File: src/rtl/stopwatch_pkg.sv
// rtl/stopwatch_pkg.sv - shared states, digit limits and BCD increment for the stopwatch core
package stopwatch_pkg;

  typedef enum logic [1:0] {
    IDLE  = 2'd0,
    RUN   = 2'd1,
    PAUSE = 2'd2
  } state_e;

  localparam int DIGITS_W = 16;

  localparam logic [3:0] HUND_MAX  = 4'd9;
  localparam logic [3:0] TENTH_MAX = 4'd9;
  localparam logic [3:0] SEC_U_MAX = 4'd9;
  localparam logic [3:0] SEC_T_MAX = 4'd5;

  // Returns {wrap, next_digits}; a digit at or above its limit folds to 0 and carries.
  function automatic logic [DIGITS_W:0] bcd_inc(input logic [DIGITS_W-1:0] d);
    logic [3:0] h;
    logic [3:0] t;
    logic [3:0] su;
    logic [3:0] st;
    logic       wrap;
    h    = d[3:0];
    t    = d[7:4];
    su   = d[11:8];
    st   = d[15:12];
    wrap = 1'b0;
    if (h >= HUND_MAX) begin
      h = 4'd0;
      if (t >= TENTH_MAX) begin
        t = 4'd0;
        if (su >= SEC_U_MAX) begin
          su = 4'd0;
          if (st >= SEC_T_MAX) begin
            st   = 4'd0;
            wrap = 1'b1;
          end else begin
            st = st + 4'd1;
          end
        end else begin
          su = su + 4'd1;
        end
      end else begin
        t = t + 4'd1;
      end
    end else begin
      h = h + 4'd1;
    end
    return {wrap, st, su, t, h};
  endfunction

endpackage

File: src/rtl/sync_edge.sv
// rtl/sync_edge.sv - two-flop button synchroniser with rising-edge detect
module sync_edge (
  input  logic clk,
  input  logic rst,
  input  logic btn_in,
  output logic edge_pulse
);

  logic sync1_q, sync1_d;
  logic sync2_q, sync2_d;
  logic dly_q, dly_d;
  logic vld1_q, vld1_d;
  logic vld2_q, vld2_d;
  logic arm_q, arm_d;

  // Edges stay disarmed until sync2 has held a genuine low sample, so a button
  // held through reset must be released and pressed again.
  always_comb begin
    sync1_d = btn_in;
    sync2_d = sync1_q;
    dly_d   = sync2_q;
    vld1_d  = 1'b1;
    vld2_d  = vld1_q;
    arm_d   = arm_q | (vld2_q & ~sync2_q);
  end

  always_ff @(posedge clk) begin
    if (!rst) begin
      sync1_q <= 1'b0;
      sync2_q <= 1'b0;
      dly_q   <= 1'b0;
      vld1_q  <= 1'b0;
      vld2_q  <= 1'b0;
      arm_q   <= 1'b0;
    end else begin
      sync1_q <= sync1_d;
      sync2_q <= sync2_d;
      dly_q   <= dly_d;
      vld1_q  <= vld1_d;
      vld2_q  <= vld2_d;
      arm_q   <= arm_d;
    end
  end

  assign edge_pulse = sync2_q & ~dly_q & arm_q;

endmodule

File: src/rtl/stopwatch_bcd_core.sv
// rtl/stopwatch_bcd_core.sv - run/pause FSM, 0.01 s prescaler and 00.00-59.99 BCD counter
module stopwatch_bcd_core
  import stopwatch_pkg::*;
#(
  parameter int TICK_DIV = 1000000
) (
  input  logic                clk,
  input  logic                rst,
  input  logic                btn_startstop,
  input  logic                btn_clear,
  output logic [DIGITS_W-1:0] digits,
  output logic                running,
  output logic                rollover
);

  localparam int CNT_W = $clog2(TICK_DIV);

  logic ss_edge;
  logic clr_edge;

  sync_edge u_ss_sync (
    .clk       (clk),
    .rst       (rst),
    .btn_in    (btn_startstop),
    .edge_pulse(ss_edge)
  );

  sync_edge u_clr_sync (
    .clk       (clk),
    .rst       (rst),
    .btn_in    (btn_clear),
    .edge_pulse(clr_edge)
  );

  state_e              state_q, state_d;
  logic [CNT_W-1:0]    presc_q, presc_d;
  logic [DIGITS_W-1:0] digits_q, digits_d;
  logic                running_q, running_d;
  logic                rollover_q, rollover_d;
  logic                tick;
  logic [DIGITS_W:0]   inc;

  assign inc = bcd_inc(digits_q);

  always_comb begin
    state_d    = state_q;
    presc_d    = presc_q;
    digits_d   = digits_q;
    rollover_d = 1'b0;
    tick       = 1'b0;
    if (clr_edge) begin
      state_d  = IDLE;
      presc_d  = '0;
      digits_d = '0;
    end else begin
      case (state_q)
        IDLE: begin
          if (ss_edge) begin
            state_d = RUN;
            presc_d = '0;
          end
        end
        RUN: begin
          if (presc_q == CNT_W'(TICK_DIV - 1)) begin
            presc_d = '0;
            tick    = 1'b1;
          end else begin
            presc_d = presc_q + CNT_W'(1);
          end
          if (tick) begin
            digits_d   = inc[DIGITS_W-1:0];
            rollover_d = inc[DIGITS_W];
          end
          if (ss_edge) state_d = PAUSE;
        end
        PAUSE: begin
          if (ss_edge) state_d = RUN;
        end
        default: begin
          state_d  = IDLE;
          presc_d  = '0;
          digits_d = '0;
        end
      endcase
    end
    running_d = (state_d == RUN);
  end

  always_ff @(posedge clk) begin
    if (!rst) begin
      state_q    <= IDLE;
      presc_q    <= '0;
      digits_q   <= '0;
      running_q  <= 1'b0;
      rollover_q <= 1'b0;
    end else begin
      state_q    <= state_d;
      presc_q    <= presc_d;
      digits_q   <= digits_d;
      running_q  <= running_d;
      rollover_q <= rollover_d;
    end
  end

  assign digits   = digits_q;
  assign running  = running_q;
  assign rollover = rollover_q;

endmodule
File: config.mk
export PLATFORM = sky130hd
export DESIGN_NAME = stopwatch_bcd_core
export DESIGN_NICKNAME = d
export VERILOG_FILES = /design/src/rtl/stopwatch_pkg.sv /design/src/rtl/sync_edge.sv /design/src/rtl/stopwatch_bcd_core.sv
export SDC_FILE = /design/constraint.sdc
export NUM_CORES = 1
export LEC_CHECK = 0
export CAP_MARGIN = 10
export CORE_ASPECT_RATIO = 0.75
export CORE_UTILIZATION = 30
export CTS_CLUSTER_SIZE = 8
export DETAILED_ROUTE_END_ITERATION = 7
export DONT_BUFFER_PORTS = 1
export GPL_ROUTABILITY_DRIVEN = 0
export PLACE_DENSITY_LB_ADDON = 0.15
export SLEW_MARGIN = 0
export SYNTH_ARGS = -nofsm -noshare
export SYNTH_HDL_FRONTEND = slang
export SYNTH_SLANG_ARGS = --single-unit
File: constraint.sdc
create_clock -name clk -period 2 [get_ports clk]
set_input_delay 0.2 -clock clk [delete_from_list [all_inputs] [get_ports clk]]
set_output_delay 0.2 -clock clk [all_outputs]
set_load 0.02 [all_outputs]
==> results of run 1 <==
[layer usage]
metal,wire [µm],GRT usage (%),up-vias
li1,-,-,1167
met1,3575,22.75,1053
met2,2413,22.24,43
met3,278,3.371,6
met4,61,4.110,0
met5,0,0,-
[repair_timing]
action / 4_1_cts / 5_1_grt
endpoints found under the setup margin: 15 / 22
buffers inserted: 1 / 1
hold buffers: 1 / 0
gates resized for setup: 5 / 23
gates cloned: 0 / 1
pin swaps: 1 / 6
hold endpoints to repair: 1 / 0
[cells in the final DEF, fill, tap and decap left out, types with 3 or more instances in the layout]
cell type / n
inv_1: 12
nor3_1: 4
o21ai_2: 3
a21oi_2: 8
and3_1: 8
a31oi_1: 3
dfxtp_1: 46
dfxtp_2: 3
clkbuf_8: 6
nand3_1: 16
ha_1: 13
a21oi_1: 20
and2_1: 8
nor2b_1: 6
a211oi_1: 3
nand2_1: 23
xnor2_1: 3
o21a_1: 4
nand3b_1: 5
a22o_1: 4
nor2_1: 12
buf_4: 49
o21ai_0: 9
nand4_1: 15
mux2i_1: 10
[sequential cells by signal, indices dropped and copies added, names as in the netlist]
register            count
presc_q                20
digits                 16
state_q                 2
rollover                1
running                 1
u_clr_sync.arm_q        1
u_clr_sync.dly_d        1
u_clr_sync.dly_q        1
u_clr_sync.sync1_q      1
u_ss_sync.arm_q         1
u_ss_sync.dly_d         1
u_ss_sync.dly_q         1
u_ss_sync.sync1_q       1
u_ss_sync.vld1_q        1
u_ss_sync.vld2_q        1
[final cells by class]
cell class | instances | area (µm²)
fillers | 797 | 4756
multi-input cells | 217 | 1546
flip-flops and latches | 50 | 1008
repair buffers | 52 | 409.1
well taps | 105 | 131.4
clock buffers | 7 | 86.33
inverters | 12 | 45.04
clock inverters | 1 | 5.005
[stage by stage]
step	util [%]	instance area, µm²
floorplan	-	2537
global placement	37.64	3007
detailed placement	37.64	3007
CTS	39.32	3141
global route	40.46	3232
finish	40.46	3232
[worst paths after layout]
kind / endpoint / from / cells after the start / slack [ps]
min reg2reg: u_ss_sync.dly_d$_SDFF_PN0_ / u_ss_sync.sync1_q$_SDFF_PN0_ / 1 / 440
min: u_clr_sync.arm_q$_SDFF_PN0_ / rst / 1 / 10
max reg2reg: digits[7]$_SDFFE_PP0P_ / presc_q[7]$_SDFFE_PP0P_ / 6 / 20
max: digits[7]$_SDFFE_PP0P_ / presc_q[7]$_SDFFE_PP0P_ / 6 / 20
[report_power, final]
part	internal, mW	switching [mW]
logic	0.0256	0.0413
clock network	0.280	0.343
registers	1.00	0.00491
[logic make-up after synthesis]
group / share of synthesized area [%]
adders and majority gates: 6.494
DFF: 39.96
and+or+nand+nor: 26.82
xor gates and xnor gates: 1.399
AOI/OAI and AO/OA: 17.83
buffers and inverters: 3.496
muxes: 3.996
[critical path, stage by stage (launching register included)]
cell     delay [ps]
dfxtp_2         330
or4b_4          540
nor4_4          240
buf_6           180
nand2_2          90
or4_4           420
a21oi_2         130
==> metrics.txt, run 1 <==
number of global-route vias before repair 2,152; top fanout value on the critical path 8; Post-Syn Instances roughly 290; clock sinks 50; Total GRT Usage roughly 15%; most frequent cell after synthesis dfxtp_1; Max-Cap Viols 0; CORE AREA roughly 8000 µm²; Syn Std Cell Area between 2000 and 3000 µm²; Final Critical Period around 2000 ps; final antenna diode count 0; Remaining DRCs 0; dpl ws -76.06 ps; layout cells sized above 1 27.73%; die height roughly 80 µm; first-pass GRT wire length 10,510 µm; CTS tree built; NumNets Final 355; setup tns final 0 ps; WL/cell 14.25 µm; Layout Skew 9.428 ps; worst rel slew slack roughly 60%; CTS clk-pin slew, worst paths 100 ps; fin cells 444; cts bufs inserted 5; Starting Density 31.36%; top cells by area, synth dfxtp_1 (40%), ha_1 (6.5%), a21oi_1 (5.8%), mux2i_1 (4.0%), nand4_1 (3.7%); syn_nets slightly above 300; Slew Limit Fails 0; RSZ-0062 raised after global routing yes; clk_lat worst skew around 310 ps; max frequency ~0.50 GHz; DIE AREA 8723 µm²; Vias roughly 2.3k; GRT overflow 0; first-pass iteration count of the detailed router 4; Post-synth top cells dfxtp_1 (50), a21oi_1 (29), nand2_1 (24), nand3_1 (16), nand4_1 (15); sequential fraction of the synthesis area 39.96%; root buffer cell clkbuf_8; critical path type flip-flop to flip-flop; CP Data Arrival Time around 2200 ps; htree depth 2; Chip Width 107.5 µm; Netlist cell types 43; drt initial violations 101; post-synth top area share about two fifths; Clock Tree Buf Depth 2; final hold vios 0; vias per cell 5.110; Pleak between 1 and 1.5 nW; maximum VDD drop 319.9 µV; largest net degree at the start of global routing 20; Post-DRT Antenna Nets 0; # IOs 22; Avg Cell Area, Syn slightly below 9 µm²; Setup crit start kind flip-flop; cell taking the most area after synthesis dfxtp_1; PortBufs 0; routed wire length 6327 µm; total chip power 1.699 mW; Layout Area Growth over Synthesis 29.02%; Worst Max-Slew Pin Slew 593.8 ps; Setup crit end kind flip-flop; yosys warns 0; final period utilization 99.18%; Yosys reg bits 50; Post-synth EDFFs 0; Min Hold Slack 10.12 ps; worst hold path class primary input to flip-flop; Cell Rows 28; Power Dens Cells 525.7 nW/µm²; outcome finished, final reports clean; initial antenna violation count 0; Placed Cells roughly 430; setup violators final 0; Async SR Flop Fraction 0%; Main synth FF type dfxtp_1; post-route worst setup slack 16.38 ps; DP Wirelength 4596 µm; worst path required time 2250 ps
No activity file was read; power rests on OpenSTA's default activity.
==> run 2, diff against run 1 <==
- ABC_AREA: unset -> 1
==> run 2 against run 1 <==
  * Global-route usage fell by 0.78 points
  * Synthesized area rose by 14%
  * Synthesized cell count rose by 43%
  * Die area rose by 13%
  * Largest power group unchanged
==> metrics.txt, run 2 <==
outcome finished, final reports clean (unchanged); post-synth top area share 35.20% (was 39.96%); CTS clk-pin slew, worst paths 70 ps (was 100 ps); worst path required time 2230 ps (was 2250 ps); max frequency 0.5624 GHz (was 0.5041 GHz); first-pass iteration count of the detailed router 4 (unchanged); sequential fraction of the synthesis area 35.20% (was 39.96%); DP Wirelength 4914 µm (was 4596 µm); worst rel slew slack 64.22% (was 60.42%); Cell Rows 30 (was 28); Syn Std Cell Area 2844 µm² (was 2505 µm²); Chip Width 114.4 µm (was 107.5 µm); Async SR Flop Fraction 0% (unchanged); Post-synth top cells nand2_1 (93), nor2_1 (64), inv_1 (55), dfxtp_1 (50), nand3_1 (36) (was dfxtp_1 (50), a21oi_1 (29), nand2_1 (24), nand3_1 (16), nand4_1 (15)); final antenna diode count 0 (unchanged); Top reg by flops presc_q (unchanged); worst hold path class primary input to flip-flop (unchanged); post-CTS setup buffer count 0 (was 1); Remaining DRCs 0 (unchanged); Register-to-Register Path Depth 9 (was 6); htree depth 2 (unchanged); fin util 35.73% (was 40.46%); Post-synth EDFFs 0 (unchanged); worst reg2reg path startpoint presc_q[1]$_SDFFE_PP0P_ (was presc_q[7]$_SDFFE_PP0P_); R2R setup slack 220 ps (was 20 ps); # IOs 22 (unchanged); Layout Area Growth over Synthesis 14.61% (was 29.02%); WL/cell 11.77 µm (was 14.25 µm); clock sinks 50 (unchanged); final period utilization 88.91% (was 99.18%); Vias 2,490 (was 2,269); Layout Skew 6.578 ps (was 9.428 ps); CP Launch Point presc_q[1]$_SDFFE_PP0P_ (was presc_q[7]$_SDFFE_PP0P_); fillers 986 (was 797); hold path cells 2 (was 1); Max-Cap Viols 0 (unchanged); Clock Tree Buf Depth 2 (unchanged); PortBufs 0 (unchanged); root buffer cell clkbuf_16 (was clkbuf_8); clk_lat worst skew 290 ps (was 310 ps); met1 usage 21.96% (was 22.75%); initial antenna violation count 0 (unchanged); CP Data Arrival Time 2010 ps (was 2230 ps); Post-CTS Hold Fix Bufs 3 (was 1); top cells by area, synth dfxtp_1 (35%), nand2_1 (12%), nor2_1 (8.4%), inv_1 (7.3%), nand3_1 (6.3%) (was dfxtp_1 (40%), ha_1 (6.5%), a21oi_1 (5.8%), mux2i_1 (4.0%), nand4_1 (3.7%)); CTS tree built (unchanged); cts bufs inserted 5 (unchanged); setup tns final 0 ps (unchanged); Total GRT Usage 14.61% (was 15.39%); most frequent cell after synthesis nand2_1 (was dfxtp_1); layout cells sized above 1 12.44% (was 27.73%); top fanout value on the critical path 21 (was 8); critical path type flip-flop to flip-flop (unchanged); post-route worst setup slack 221.8 ps (was 16.38 ps); GR Layer Usage met3 3.776% (was 3.371%); CORE AREA 9121 µm² (was 7988 µm²); Multi-input gate area 1553 µm² (was 1546 µm²); vias per cell 4.431 (was 5.110); max FFs per register 20 (unchanged); RSZ-0062 raised after global routing no (was yes); met2 Resource Use GR 20.06% (was 22.24%); Power Dens Cells 613.5 nW/µm² (was 525.7 nW/µm²); FF+latch area 1001 µm² (was 1008 µm²); number of global-route vias before repair 2,346 (was 2,152); Worst Max-Slew Pin Slew 536.1 ps (was 593.8 ps); Setup crit start kind flip-flop (unchanged); Avg Cell Area, Syn 6.886 µm² (was 8.667 µm²); setup violators final 0 (unchanged); largest net degree at the start of global routing 22 (was 20); CP endpoint digits[15]$_SDFFE_PP0P_ (was digits[7]$_SDFFE_PP0P_); Post-Syn Instances 413 (was 289); die height 86.32 µm (was 81.14 µm); most frequent cells in the layout nand2_1 (93), nor2_1 (64), inv_1 (55), dfxtp_1 (50), nand3_1 (36) (was buf_4 (49), dfxtp_1 (46), nand2_1 (23), a21oi_1 (20), nand3_1 (16)); drt initial violations 189 (was 101); GRT overflow 0 (unchanged); Resize count post-CTS 0 (was 5); Yosys reg bits 50 (unchanged); routed wire length 6613 µm (was 6327 µm); final hold vios 0 (unchanged); maximum VDD drop 333.4 µV (was 319.9 µV); Slew Limit Fails 0 (unchanged); RR Endpoint digits[15]$_SDFFE_PP0P_ (was digits[7]$_SDFFE_PP0P_); Setup crit end kind flip-flop (unchanged); busiest layer in global routing met1 (unchanged); syn_nets 430 (was 306); Main synth FF type dfxtp_1 (unchanged); first-pass GRT wire length 11,300 µm (was 10,510 µm); DIE AREA 9877 µm² (was 8723 µm²); Final Critical Period 1778 ps (was 1984 ps); dpl ws 223.2 ps (was -76.06 ps); commonest non-fill, non-tap cell in the layout nand2_1 (was buf_4); NumNets Final 450 (was 355); cell taking the most area after synthesis dfxtp_1 (unchanged); Post-DRT Antenna Nets 0 (unchanged); yosys warns 0 (unchanged); Pleak 1.286 nW (was 1.231 nW); Netlist cell types 34 (was 43); Starting Density 31.18% (was 31.36%)
-- run 2: changes by cell type after synthesis, sizes merged, moves of 6 or more --
cell,delta
and3,-9
nand2,+77
mux2i,-10
inv,+48
nand3,+22
nor2b,-6
nor3,+6
a21oi,-10
clkbuf,-9
xor2,+6
nand4,-6
buf,+6
nor2,+59
and2,-8
-- run 2: stage by stage --
step,power (mW),hold slack [ps],cell area [µm²],std cells
6_report,2.000,11.77,3259,562
5_1_grt,2.099,13.37,3259,562
4_1_cts,2.049,3.841,3259,562
3_5_place_dp,1.147,228.2,3079,551
3_3_place_gp,1.148,228.2,3079,551
2_1_floorplan,1.122,227.7,2844,413
-- run 2: area by class of cell --
type	count	area share [%]
Timing Repair Buffer	21	5.067
Multi-Input combinational cell	295	47.64
Clock inverter	3	0.7678
Sequential cell	50	30.71
Tap cell	128	4.914
Clock buffer	5	3.839
Inverter	60	7.063
-- run 2: cells by family (layout without fill, tap and decap cells) --
family	Yosys count	count (layout)	synth area share, %
AO/OA/AOI/OAI	39	39	7.963
XOR/XNOR	9	9	2.772
adder cells (fa/ha/maj)	13	13	5.719
buffers and inverters	68	89	10.21
flip-flops	50	50	35.20
AND/OR/NAND/NOR	234	234	38.14
-- run 2: how the worst min path moves through the flow --
| stage | start | end | slack, ps |
|---|---|---|---|
| floorplan | rst | u_ss_sync.vld1_q$_DFF_P_ | 230 |
| global placement | rst | u_ss_sync.vld1_q$_DFF_P_ | 230 |
| detailed placement | rst | u_ss_sync.vld1_q$_DFF_P_ | 230 |
| CTS | rst | u_ss_sync.vld2_q$_SDFF_PN0_ | 4 |
| global route | rst | u_ss_sync.vld2_q$_SDFF_PN0_ | 10 |
| finish | rst | u_ss_sync.vld2_q$_SDFF_PN0_ | 10 |
-- run 2: routing by layer --
layer,part of all wire [%],vias to the layer above
met1,55,1097
met2,40,36
met5,0,-
met3,3.9,4
li1,-,1353
met4,0.73,0
-- run 2: report_power, final --
part / total (mW) / internal (mW) / leakage, nW / switching [mW]
logic: 0.106 / 0.0350 / 0.810 / 0.0709
clock network: 0.871 / 0.471 / 0.0704 / 0.400
registers: 1.02 / 1.01 / 0.405 / 0.0125
-- run 2: critical path: stages (launching register included) --
cell and delay [ps]:
dfxtp_1 360, ha_1 240, nand3_1 130, nor2_1 150, nand3_2 130, nand2_4 300, nand3_2 180, nand2_1 100
inv_1 40, nor2_1 80
==> run 3, diff against run 2 <==
- ABC_AREA: 1 -> unset
- PLACE_DENSITY: unset -> 0.45
- PLACE_DENSITY_LB_ADDON: 0.15 -> unset
==> run 3 against run 2 <==
  * Critical path depth fell by 2
  * Largest cell class unchanged
  * Critical endpoint is now digits[12]$_SDFFE_PP0P_
  * Highest routed layer unchanged
  * Hold slack improved by 260 ps
  * Clock power decreased by 24%
==> metrics.txt, run 3 (synthesis gave the netlist of run 1 again) <==
worst path required time 2230 ps (about the same); root buffer cell clkbuf_8 (was clkbuf_16); final hold vios 0 (unchanged); most frequent cells in the layout dfxtp_1 (46), buf_4 (46), nand2_1 (22), a21oi_1 (22), nand3_1 (16) (was nand2_1 (93), nor2_1 (64), inv_1 (55), dfxtp_1 (50), nand3_1 (36)); critical path, cell by cell or4b_4, nor4_4, buf_6, a32o_2, buf_6, nand4_1, o31ai_1 (was ha_1, nand3_1, nor2_1, nand3_2, nand2_4, nand3_2, nand2_1, inv_1, nor2_1); dpl ws -70.85 ps (was 223.2 ps); cts bufs inserted 5 (unchanged); Cell Rows 28 (was 30); Flop pwr share 58.0% (was 51.2%); largest net degree at the start of global routing 27 (was 22); vias per cell 5.191 (was 4.431); Pleak 1.232 nW (was 1.286 nW); top fanout value on the critical path 8 (was 21); worst hold path class primary input to flip-flop (unchanged); Final Critical Period 1999 ps (was 1778 ps); critical path type flip-flop to flip-flop (unchanged); Net Sw Power 445.0 µW (was 483.4 µW); Pint 1.296 mW (was 1.516 mW); Final Instance Area 3252 µm² (was 3259 µm²); post-route worst setup slack 0.8373 ps (was 221.8 ps); Clock Tree Buf Depth 2 (unchanged); clk_lat worst skew 320 ps (was 290 ps); maximum VDD drop 357.1 µV (was 333.4 µV); slowest CP cell or4b_4 (was dfxtp_1); CP Data Arrival Time 2230 ps (was 2010 ps); max frequency 0.5002 GHz (was 0.5624 GHz); Total GRT Usage 15.90% (was 14.61%); first-pass iteration count of the detailed router 4 (unchanged); worst rel slew slack 58.41% (was 64.22%); max FFs per register 20 (unchanged); first-pass GRT wire length 10,750 µm (was 11,300 µm); fillers 820 (was 986); CORE AREA 7988 µm² (was 9121 µm²); Crit path buffers/inverters 2 (was 1); routed wire length 6520 µm (was 6613 µm); Setup crit start kind flip-flop (unchanged); part of the power in the clock network 37.9% (was 43.5%); layout cells sized above 1 26.18% (was 12.44%); Max stage delay on crit path 540 ps (was 360 ps); Comb power frac 4.2% (was 5.3%); Sw Ratio 25.56% (was 24.17%); # IOs 22 (unchanged); NumNets Final 356 (was 450); total chip power 1.741 mW (was 2.000 mW); Layout Area Growth over Synthesis 29.82% (was 14.61%); htree depth 2 (unchanged); WL/cell 14.65 µm (was 11.77 µm); Slew Limit Fails 0 (unchanged); die height 81.14 µm (was 86.32 µm); Starting Density 31.36% (was 31.18%); CTS clk-pin slew, worst paths 110 ps (was 70 ps); final antenna diode count 0 (unchanged); Remaining DRCs 0 (unchanged); Vias 2,310 (was 2,490); CTS tree built (unchanged); Setup crit end kind flip-flop (unchanged); Power Dens Cells 535.4 nW/µm² (was 613.5 nW/µm²); cell family with most CP delay simple AND/OR/NAND/NOR gates (unchanged); placed cell area 2999 µm² (was 3079 µm²); DP Wirelength 4606 µm (was 4914 µm); Top reg by flops presc_q (unchanged); cell mode on critical path buf_6; setup violators final 0 (unchanged); Worst Max-Slew Pin Slew 619.7 ps (was 536.1 ps); fin util 40.71% (was 35.73%); Min Hold Slack 274.7 ps (was 11.77 ps); RSZ-0062 raised after global routing yes (was no); number of global-route vias before repair 2,133 (was 2,346); R2R setup slack 0.8 ps (was 220 ps); PortBufs 0 (unchanged); Layout Skew 16.88 ps (was 6.578 ps); Post-DRT Antenna Nets 0 (unchanged); final period utilization 99.96% (was 88.91%); drt initial violations 88 (was 189); GRT overflow 0 (unchanged); clock sinks 50 (unchanged); outcome finished, final reports clean (unchanged); initial antenna violation count 0 (unchanged); Max-Cap Viols 0 (unchanged); Chip Width 107.5 µm (was 114.4 µm); DIE AREA 8723 µm² (was 9877 µm²)
## run 3: worst reg2reg max path: cells and delay by family, from the launching register on
family          cells  cell delay, ps
compound gates      2             400
buf+inv             2             330
flops               1             330
simple gates        3             850
## run 3: area by class of cell
| class | instances | area [µm²] | share of cell area [%] |
|---|---|---|---|
| clock buffer | 5 | 68.82 | 2.116 |
| sequential | 50 | 1008 | 31.01 |
| timing repair buffer | 54 | 454.2 | 13.97 |
| inverter | 12 | 45.04 | 1.385 |
| multi-input combinational | 216 | 1515 | 46.59 |
| tap | 105 | 131.4 | 4.040 |
| clock inverter | 3 | 28.78 | 0.8850 |
## run 3: worst paths after layout
path	startpoint	end	depth (start not counted)
min	rst	digits[14]$_SDFFE_PP0P_	3
min reg2reg	u_ss_sync.vld1_q$_DFF_P_	u_ss_sync.vld2_q$_SDFF_PN0_	1
max reg2reg	presc_q[11]$_SDFFE_PP0P_	digits[12]$_SDFFE_PP0P_	7
max	presc_q[11]$_SDFFE_PP0P_	digits[12]$_SDFFE_PP0P_	7
## run 3: per-stage QoR
stage                     instances  TNS (ps)
after floorplan                 289    -511.6
after global placement          431    -177.6
after detailed placement        431    -474.0
after CTS                       442         0
after global routing            445    -204.7
final                           445         0
## run 3: power groups by stage
| stage | combinational (mW) | sequential, mW | clock (mW) |
|---|---|---|---|
| CTS | 0.0693 | 1.01 | 0.682 |
| finish | 0.0724 | 1.01 | 0.659 |
| global placement | 0.0619 | 1.03 | 0 |
| global route | 0.0798 | 1.01 | 0.728 |
| floorplan | 0.0425 | 1.03 | 0 |
| detailed placement | 0.0622 | 1.03 | 0 |
## run 3: per-layer routing
| layer | GRT usage [%] | up-vias | wire (µm) |
|---|---|---|---|
| met3 | 3.692 | 5 | 280 |
| met2 | 22.63 | 37 | 2696 |
| met4 | 4.932 | 0 | 61 |
| met5 | 0 | - | 0 |
| met1 | 23.39 | 1110 | 3482 |
| li1 | - | 1158 | - |
## run 3: repair_timing
| item | CTS | global route |
|---|---|---|
| endpoints found under the setup margin | 11 | 19 |
| gates resized for setup | 4 | 20 |
| hold buffers | 3 | 0 |
| buffers inserted | 0 | 2 |
| pin swaps | 2 | 7 |
| gates cloned | 0 | 1 |
| hold endpoints to repair | 10 | 0 |
